$ cat src/rtl/uart_pkg.sv
// Shared definitions for the UART transmit path: frame geometry, the baud
// divider helper and the arbiter state encoding.
package uart_pkg;

  // Start bit + 8 data bits + stop bit.
  localparam int FRAME_BITS = 10;

  typedef enum logic [1:0] {
    IDLE = 2'd0,
    WAIT = 2'd1,
    HOLD = 2'd2
  } arb_state_t;

  // Whole clock cycles per bit on the line (truncating division).
  function automatic int clks_per_bit(input int freq, input int baud);
    return freq / baud;
  endfunction

endpackage

$ cat src/rtl/uart_tx_arb_rr_pick.sv
// Combinational round-robin picker: returns the first requester at or after
// the pointer, wrapping around, plus a flag that any request is present.
module rr_pick #(
  parameter int N_REQ = 2,
  parameter int IW    = 1
) (
  input  logic [N_REQ-1:0] i_req,
  input  logic [IW-1:0]    i_ptr,
  output logic [IW-1:0]    o_idx,
  output logic             o_any
);

  int            w_pos;
  logic [IW-1:0] w_pos_idx;

  // Scan from the farthest candidate back to the pointer so the closest set
  // bit (in wrap order) is the last one written and therefore wins.
  always_comb begin
    o_idx     = '0;
    o_any     = |i_req;
    w_pos     = 0;
    w_pos_idx = '0;
    for (int k = N_REQ - 1; k >= 0; k--) begin
      w_pos = int'(i_ptr) + k;
      if (w_pos >= N_REQ) begin
        w_pos = w_pos - N_REQ;
      end
      w_pos_idx = IW'(w_pos);
      if (i_req[w_pos_idx]) begin
        o_idx = w_pos_idx;
      end
    end
  end

endmodule

$ cat src/rtl/uart_tx_arb.sv
// Round-robin arbiter and byte pacer in front of a single tx_uart.
// The line is granted per message: once a requester issues a non-final byte
// it keeps the grant until its final byte, or until it stalls for HOLD_MAX
// cycles. tx_uart has no busy output, so bytes are spaced by a frame timer.
//
// Handshake: requester i raises req[i] with data/last and holds all three
// stable until it sees the one-cycle ack[i] pulse; in the cycle after ack it
// presents its next byte or drops req[i]. There is no back-pressure on the
// tx side: tx_ready is a one-cycle start strobe and tx_uart is assumed idle
// whenever it arrives, which the frame timer guarantees.
module uart_tx_arb
  import uart_pkg::*;
#(
  parameter int N_REQ    = 2,
  parameter int CLK_FREQ = 50_000_000,
  parameter int BAUD     = 115200,
  parameter int GAP_BITS = 1,
  parameter int HOLD_MAX = 100_000,
  localparam int GW      = (N_REQ > 2) ? $clog2(N_REQ) : 1
) (
  input  logic               clk,
  input  logic               rst,
  input  logic [N_REQ-1:0]   req,
  input  logic [N_REQ-1:0]   last,
  input  logic [N_REQ*8-1:0] data,
  output logic [N_REQ-1:0]   ack,
  output logic [7:0]         tx_data,
  output logic               tx_ready,
  output logic               busy,
  output logic [GW-1:0]      grant_id,
  output logic               drop
);

  localparam int CLKS_PER_BIT = clks_per_bit(CLK_FREQ, BAUD);
  localparam int BYTE_CYCLES  = CLKS_PER_BIT * (FRAME_BITS + GAP_BITS);
  localparam int CNT_MAX      = (BYTE_CYCLES > HOLD_MAX) ? BYTE_CYCLES : HOLD_MAX;
  localparam int CW           = $clog2(CNT_MAX + 1);

  // The counter is cleared on the edge that starts an interval, so the
  // interval ends on the edge where it holds length-1.
  localparam logic [CW-1:0] BYTE_LAST = CW'(BYTE_CYCLES - 1);
  localparam logic [CW-1:0] HOLD_LAST = CW'(HOLD_MAX - 1);
  localparam logic [GW-1:0] LAST_ID   = GW'(N_REQ - 1);

  arb_state_t       r_state;
  arb_state_t       w_state_nxt;
  logic [CW-1:0]    r_cnt;
  logic             r_lock;
  logic [GW-1:0]    r_ptr;
  logic [GW-1:0]    r_gid;
  logic [N_REQ-1:0] r_ack;
  logic [7:0]       r_tx_data;
  logic             r_tx_ready;
  logic             r_drop;

  logic [GW-1:0]    w_pick_idx;
  logic             w_pick_any;
  logic [GW-1:0]    w_g;
  logic [GW-1:0]    w_g_inc;
  logic [7:0]       w_byte;
  logic             w_issue;
  logic             w_timeout;
  logic             w_cnt_clr;
  logic             w_wait_done;
  logic             w_hold_done;

  rr_pick #(
    .N_REQ (N_REQ),
    .IW    (GW)
  ) u_rr_pick (
    .i_req (req),
    .i_ptr (r_ptr),
    .o_idx (w_pick_idx),
    .o_any (w_pick_any)
  );

  assign w_wait_done = (r_cnt == BYTE_LAST);
  assign w_hold_done = (r_cnt == HOLD_LAST);
  assign w_g_inc     = (w_g == LAST_ID) ? '0 : w_g + 1'b1;

  // Next state, issue/timeout decisions and the requester being served.
  always_comb begin
    w_state_nxt = r_state;
    w_issue     = 1'b0;
    w_timeout   = 1'b0;
    w_cnt_clr   = 1'b0;
    w_g         = r_gid;
    case (r_state)
      IDLE: begin
        if (w_pick_any) begin
          w_g         = w_pick_idx;
          w_issue     = 1'b1;
          w_state_nxt = WAIT;
        end
      end
      WAIT: begin
        if (w_wait_done) begin
          w_cnt_clr = 1'b1;
          if (!r_lock) begin
            w_state_nxt = IDLE;
          end else if (req[r_gid]) begin
            w_issue = 1'b1;
          end else begin
            w_state_nxt = HOLD;
          end
        end
      end
      HOLD: begin
        if (req[r_gid]) begin
          w_issue     = 1'b1;
          w_state_nxt = WAIT;
        end else if (w_hold_done) begin
          w_timeout   = 1'b1;
          w_cnt_clr   = 1'b1;
          w_state_nxt = IDLE;
        end
      end
      default: begin
        w_state_nxt = IDLE;
      end
    endcase
    if (w_issue) begin
      w_cnt_clr = 1'b1;
    end
  end

  // Byte mux for the requester being served.
  always_comb begin
    w_byte = '0;
    for (int i = 0; i < N_REQ; i++) begin
      if (w_g == GW'(i)) begin
        w_byte = data[8*i +: 8];
      end
    end
  end

  // State register.
  always_ff @(posedge clk or posedge rst) begin
    if (rst) begin
      r_state <= IDLE;
    end else begin
      r_state <= w_state_nxt;
    end
  end

  // Shared frame/hold timer; parked at zero while idle.
  always_ff @(posedge clk or posedge rst) begin
    if (rst) begin
      r_cnt <= '0;
    end else if (w_cnt_clr || (r_state == IDLE)) begin
      r_cnt <= '0;
    end else begin
      r_cnt <= r_cnt + 1'b1;
    end
  end

  // Issue and timeout side effects: strobes, grant, lock and pointer.
  always_ff @(posedge clk or posedge rst) begin
    if (rst) begin
      r_ack      <= '0;
      r_tx_data  <= '0;
      r_tx_ready <= 1'b0;
      r_drop     <= 1'b0;
      r_gid      <= '0;
      r_lock     <= 1'b0;
      r_ptr      <= '0;
    end else begin
      r_ack      <= '0;
      r_tx_ready <= 1'b0;
      r_drop     <= 1'b0;
      if (w_issue) begin
        r_tx_data  <= w_byte;
        r_tx_ready <= 1'b1;
        r_ack[w_g] <= 1'b1;
        r_gid      <= w_g;
        r_lock     <= ~last[w_g];
        if (last[w_g]) begin
          r_ptr <= w_g_inc;
        end
      end
      if (w_timeout) begin
        r_drop <= 1'b1;
        r_lock <= 1'b0;
        r_ptr  <= w_g_inc;
      end
    end
  end

  assign ack      = r_ack;
  assign tx_data  = r_tx_data;
  assign tx_ready = r_tx_ready;
  assign busy     = (r_state != IDLE);
  assign grant_id = r_gid;
  assign drop     = r_drop;

endmodule

$ cat config.mk
export PLATFORM = sky130hd
export DESIGN_NAME = uart_tx_arb
export DESIGN_NICKNAME = d
export VERILOG_FILES = /design/src/rtl/uart_pkg.sv /design/src/rtl/uart_tx_arb_rr_pick.sv /design/src/rtl/uart_tx_arb.sv
export SDC_FILE = /design/constraint.sdc
export NUM_CORES = 1
export LEC_CHECK = 0
export BUFFER_PORTS_ARGS = -buffer_cell sky130_fd_sc_hd__clkbuf_2
export CORE_MARGIN = 4
export CORE_UTILIZATION = 40
export DETAILED_ROUTE_END_ITERATION = 10
export GPL_TIMING_DRIVEN = 0
export PLACE_DENSITY = 0.59
export SYNTH_ARGS = -nofsm -noshare
export SYNTH_HDL_FRONTEND = slang
export SYNTH_HIERARCHICAL = 1
export SYNTH_SLANG_ARGS = --single-unit
$ cat constraint.sdc
create_clock -name clk -period 3.7 [get_ports clk]
set_clock_uncertainty 0.15 [all_clocks]
set_input_delay 0.74 -clock clk [delete_from_list [all_inputs] [get_ports clk]]
set_output_delay 0.74 -clock clk [all_outputs]
set_load 0.02 [all_outputs]
Word level (Yosys, flattened, before mapping)
Index checks and enable logic that the tools add are counted.
{"block": "word_totals", "regBits": 34, "inputBits": 22, "output_inout_bits": 14}
{"block": "op_classes", "n_eq_ne": 8, "add_sub_neg": 5, "bitwise_logic": 1, "mux": 45, "magnitude_cmp": 7, "n_reduce_logical": 9}
{"cell": "1-bit 2-to-1 mux", "n": 32}
{"cell": "17-bit by 1-bit adder with 17-bit output, second input constant", "n": 1}
{"cell": "17-bit by 13-bit equality test with 1-bit output, second input constant", "n": 1}
{"cell": "17-bit equality test, second input constant", "n": 1}
{"cell": "17-bit 2-to-1 mux", "n": 1}
{"cell": "2-bit 2-to-1 mux", "n": 7}
{"cell": "1-bit by 2-bit less-than comparator with 1-bit output, second input constant", "n": 4}
{"cell": "8-bit 2-to-1 mux", "n": 1}
{"cell": "3-bit inequality test, second input constant", "n": 2}
{"cell": "2-bit one-hot mux with 3 select lines", "n": 1}
{"cell": "2-bit nonzero test", "n": 3}
{"cell": "4-bit AND reduction", "n": 1}
{"cell": "1-bit one-hot mux with 3 select lines", "n": 1}
{"cell": "1-bit by 1-bit adder with 2-bit output, second input constant", "n": 1}
{"cell": "2-bit by 1-bit equality test with 1-bit output, second input constant", "n": 1}
{"cell": "2-bit equality test, second input constant", "n": 1}
{"cell": "1-bit by 2-bit greater-or-equal comparator with 1-bit output, second input constant", "n": 1}
{"cell": "2-bit greater-or-equal comparator, second input constant", "n": 1}
{"cell": "2-bit zero test", "n": 1}
{"cell": "2-bit by 1-bit inequality test with 1-bit output, second input constant", "n": 1}
{"cell": "2-bit inequality test, second input constant", "n": 1}
{"cell": "1-bit one-hot mux with 2 select lines", "n": 1}
{"cell": "2-bit AND reduction", "n": 1}
{"cell": "2-bit OR reduction", "n": 1}
{"cell": "other kinds (7)", "n": 8}

Longest topological paths before layout
{"block": "logic_depth", "depth_word": 14, "mapped_depth": 9}

Hierarchy
Netlist, hierarchy kept.
{"module": "uart_tx_arb", "area_per_inst_um2": 1838.0, "seq_area_each_um2": 850.8, "cells_per_inst": 175, "n_inst": 1}
{"module": "rr_pick", "area_per_inst_um2": 17.5, "seq_area_each_um2": 0.0, "cells_per_inst": 3, "n_inst": 1}

Least setup slack after synthesis
No wires, ideal clock.
{"block": "synth_path", "path_kind": "input port to flip-flop", "from": "input port req[1]", "to": "register r_tx_data[0] (netlist: tx_data[0])", "required_ns": 3.424, "stages": 6, "slack_ns": 1.468, "t_arrival_ns": 1.956, "path_buffers": 1, "cell_sequence": "or2_1 -> nand2_1 -> mux2i_1 -> buf_2 -> mux2i_1 -> a21oi_1"}
{"block": "synth_via", "elab_chain_cells": 7, "word_cells_on_any_way": 17, "classes_between": "mux (16); reduce/logical (1)"}
{"element": "from (decl)", "line_no": "uart_tx_arb.sv:23", "source": "input logic [N_REQ-1:0] req,"}
{"element": "1-bit 2-to-1 mux (not written as such) (2 in series)", "line_no": "uart_tx_arb_rr_pick.sv:29", "source": "if (i_req[w_pos_idx]) begin"}
{"element": "1-bit 2-to-1 mux (2 in series)", "line_no": "uart_tx_arb_rr_pick.sv:29"}
{"element": "1-bit 2-to-1 mux", "line_no": "uart_tx_arb.sv:90", "source": "if (w_pick_any) begin"}
{"element": "1-bit 2-to-1 mux", "line_no": "uart_tx_arb.sv:88", "source": "case (r_state)"}
{"element": "8-bit 2-to-1 mux", "line_no": "uart_tx_arb.sv:131", "source": "if (w_g == GW'(i)) begin"}
{"element": "to (signal assigned)", "line_no": "uart_tx_arb.sv:172", "source": "r_tx_data <= w_byte;"}
{"element": "to (decl)", "line_no": "uart_tx_arb.sv:52", "source": "logic [7:0] r_tx_data;"}
Several ways; a longest one is shown, not always the timed one. The select of a mux whose other input is x is not followed.
A chain may end at the register's enable or synchronous reset.

Worst setup path after layout
{"block": "layout_path", "from": "input port req[1]", "to": "register r_tx_data[2] (netlist: tx_data[2])"}
{"block": "layout_via", "word_cells_on_any_way": 17, "classes_between": "mux (16); reduce/logical (1)"}
{"element": "2-bit OR reduction (*)", "line_no": "uart_tx_arb_rr_pick.sv:20", "source": "o_any = |i_req;"}
{"element": "named net w_pick_any", "line_no": "uart_tx_arb.sv:57", "source": "logic w_pick_any;"}
{"element": "1-bit 2-to-1 mux", "line_no": "uart_tx_arb.sv:90"}
{"element": "1-bit 2-to-1 mux", "line_no": "uart_tx_arb.sv:88"}
{"element": "8-bit 2-to-1 mux", "line_no": "uart_tx_arb.sv:131"}
The timed path passes the listed nets; every way through them passes the cells marked *. The select of a mux whose other input is x is not followed.

==> flow_summary.json <==
{
  "timing_max_transition_violations_final": 0,
  "floorplan.rows": 24,
  "syn_to_final_growth_pct": 18.8,
  "drt-pass1-iter-count": 4,
  "final_period_minus_worst_setup_slack_ns": 2.25,
  "drt-initial-drc-count": 41,
  "slew_headroom_pct": 52.0,
  "worst_r2r_startpoint": "r_cnt[0]",
  "post_synth_and_or_nand_nor_area_fraction_pct": 23.1,
  "crit_type": "in2reg",
  "diodes": 0,
  "count_of_flip_flops_with_a_built_in_enable_after_synthesis": 0,
  "hold_class": "reg2reg",
  "gpl.final_weighted_congestion": 0.723,
  "worst_setup_path_start_kind": "input pin",
  "fin_ws_ns": 1.45,
  "crit_path_end_kind": "flip-flop",
  "finalSetupTns_ns": 0,
  "dpl.hpwl_mm": 2.69,
  "worst_ep_arrival_time_ns": 2.26,
  "number_of_global_route_vias_before_repair": 1307,
  "design.die.area_um2": 5790,
  "crit_fanout": 10,
  "floorplan.die.width_um": 76.1,
  "routed-via-count": 1344,
  "postCtsResizedCells": 0,
  "globalRoute.totalOverflow": 0,
  "layout_cell_share_with_drive_strength_beyond_1_pct": 30.3,
  "placeableCoreArea_um2": 4410,
  "asyncSetResetFlopFracSynth_pct": 100,
  "postSynth.topFlopCell": "sky130_fd_sc_hd__dfrtp_1",
  "clk_transition_reported_paths_ns": 0.07,
  "drt-vias-per-instance": 4.92,
  "grt_max_degree": 35,
  "netlist_area_um2": 1860,
  "layout.nets": 248,
  "post_synth_inst_count": 178,
  "outcome": "finished, final reports clean",
  "post_drt_wl_per_cell_um": 13.1,
  "timing.max_cap.violations": 0,
  "grt_pass1_wl_mm": 6.29,
  "pwr_density_cell_nw_per_um2": 676,
  "globalRouteTotalUtil_pct": 13.3,
  "hold_buffers": 0,
  "tritoncts": "built",
  "worst_skew_pair.late_latency_ns": 0.28,
  "grt_util_met2_pct": 20.4,
  "detailedPlace.worstSlack_ns": 1.11,
  "use_met3_pct": 3.78,
  "synth.yosys.seq_area_share_pct": 45.9,
  "slew_at_the_pin_with_the_worst_max_slew_slack_ns": 0.719,
  "ioPinCount": 36,
  "synth_top_family_by_area": "simple AND/OR/NAND/NOR gates",
  "critical_path.startpoint": "req[1]",
  "dieHeight_um": 76.1,
  "final_core_util_pct": 49.9,
  "numClockSinks": 34,
  "synth_cell_types": 40,
  "xor_and_xnor_area_share_after_synthesis_pct": 7.08,
  "static-leakage-power_nw": 1.04,
  "drc_errors": 0,
  "setup_repair_after_global_routing_missed_its_margin": "no",
  "initial_utilization_pct": 42.0,
  "synth_compound_gate_area_share_pct": 6.74,
  "port_buffers": 35,
  "origin_of_the_worst_min_delay_path": "r_cnt[0]",
  "met1_usage_pct": 17.7,
  "antenna_found_initial": 0,
  "detail_route.wirelength_mm": 3.58,
  "postSynthNetCount": 206,
  "clock_tree.buffer_depth": 2,
  "power.ir.vdd_worst_v": 0.000304,
  "timing.fmax_mhz": 445,
  "ys_seq_elements": 34,
  "post_synth_fa_ha_maj_area_fraction_pct": 4.05,
  "totalPowerFinal_w": 0.00149,
  "setup_viol": 0,
  "cp.required_ns": 3.71,
  "regToRegSetupSlack_ns": 1.57,
  "final_min_period_over_clock_period_pct": 60.7,
  "busiest_layer": "met2",
  "route.antenna.remaining_nets": 0,
  "post_cts_setup_repair_buffer_count": 0,
  "yosys-mux-area-fraction_pct": 7.96,
  "ys.warnings.count": 6,
  "timing.final.hold_violations": 0,
  "clk_root_buffer_cell": "sky130_fd_sc_hd__clkbuf_8",
  "cts_max_level": 2,
  "synthesis.area_per_instance_um2": 10.4,
  "tritoncts.num_buffers": 5
}
[sequential cells by signal (all words and copies together) (netlist names)]
register and flops:
r_cnt 17, tx_data 8, ack 2, r_state 2
drop 1, grant_id 1, r_lock 1, r_ptr 1
tx_ready 1
[cell type report]
cell class	instances	area (µm²)
inverters	11	41.3
clock buffers	5	68.8
fillers	426	2210
well taps	52	65.1
plain buffers	7	56.3
repair buffers	35	175
multi-input cells	126	907
clock inverters	3	40.0
flip-flops and latches	34	851
[metal layers]
metal | wire length (µm) | part of all wire, %
met4 | 65 | 1.8
met1 | 1730 | 48
met5 | 0 | 0
met2 | 1670 | 47
met3 | 115 | 3.2
[cell usage in the layout (no fill, tap or decap), drive strengths merged, types with 2 or more instances in the layout]
cell / Yosys / routed
clkbuf: 0 / 40
dfrtp: 34 / 34
nor2: 23 / 23
nor3: 13 / 13
mux2i: 11 / 11
xor2: 11 / 11
inv: 11 / 11
a21oi: 9 / 9
nand3: 8 / 8
nand2: 7 / 7
buf: 7 / 7
nand4: 6 / 6
ha: 6 / 6
xnor2: 4 / 4
mux2: 3 / 3
or2: 3 / 3
and3b: 2 / 2
nand4b: 2 / 2
and2: 2 / 2
clkinv: 0 / 2
nor4b: 2 / 2
nor3b: 2 / 2
a21boi: 2 / 2
[path summary, 6_finish.rpt]
kind / to / cells after the start
worst min register to register: r_cnt[0] / 1
min in group asynchronous: tx_data[0] / 2
worst max-delay path: tx_data[2] / 7
worst min-delay path: r_cnt[0] / 1
max in group asynchronous: r_state[1] / 2
worst max register to register: r_cnt[9] / 7
[cell usage after synthesis (2+ instances only)]
cell / instances / area [µm²]
sky130_fd_sc_hd__dfrtp_1: 34 / 851
sky130_fd_sc_hd__nor2_1: 23 / 86.3
sky130_fd_sc_hd__nor3_1: 13 / 65.1
sky130_fd_sc_hd__inv_1: 11 / 41.3
sky130_fd_sc_hd__mux2i_1: 11 / 110
sky130_fd_sc_hd__xor2_1: 11 / 96.3
sky130_fd_sc_hd__a21oi_1: 9 / 45.0
sky130_fd_sc_hd__nand3_1: 8 / 40.0
sky130_fd_sc_hd__ha_1: 6 / 75.1
sky130_fd_sc_hd__nand2_1: 6 / 22.5
sky130_fd_sc_hd__nand4_1: 6 / 37.5
sky130_fd_sc_hd__xnor2_1: 4 / 35.0
sky130_fd_sc_hd__buf_2: 3 / 15.0
sky130_fd_sc_hd__buf_6: 3 / 33.8
sky130_fd_sc_hd__and2_1: 2 / 12.5
sky130_fd_sc_hd__and3b_1: 2 / 17.5
sky130_fd_sc_hd__mux2_2: 2 / 22.5
sky130_fd_sc_hd__nand4b_1: 2 / 17.5
[logic make-up after synthesis]
family	Yosys count
flip-flops	34
multiplexers	14
buffers and inverters	18
XOR/XNOR	15
AO/OA/AOI/OAI	17
AND/OR/NAND/NOR	74
adder cells (fa/ha/maj)	6
[per-stage QoR]
step | std cells | cell area (µm²) | hold WS, ns
floorplan | 178 | 1860 | 0.336
global placement | 265 | 2100 | 0.361
detailed placement | 265 | 2100 | 0.371
CTS | 273 | 2200 | 0.380
global route | 273 | 2200 | 0.410
finish | 273 | 2200 | 0.381
[power breakdown]
| group | internal (W) | switching (W) |
|---|---|---|
| clock | 0.000198 | 0.000131 |
| combinational | 0.000262 | 0.000375 |
| sequential | 0.000464 | 0.0000596 |
| total | 0.000924 | 0.000566 |
[worst max-delay path, cell delays in order]
cell and delay, ns:
sky130_fd_sc_hd__clkbuf_2 0.10, sky130_fd_sc_hd__or2_1 0.25, sky130_fd_sc_hd__nand2_1 0.11, sky130_fd_sc_hd__mux2i_1 0.39
sky130_fd_sc_hd__buf_2 0.34, sky130_fd_sc_hd__mux2i_1 0.24, sky130_fd_sc_hd__a21oi_1 0.09
Power figures use the tool's default switching activity.
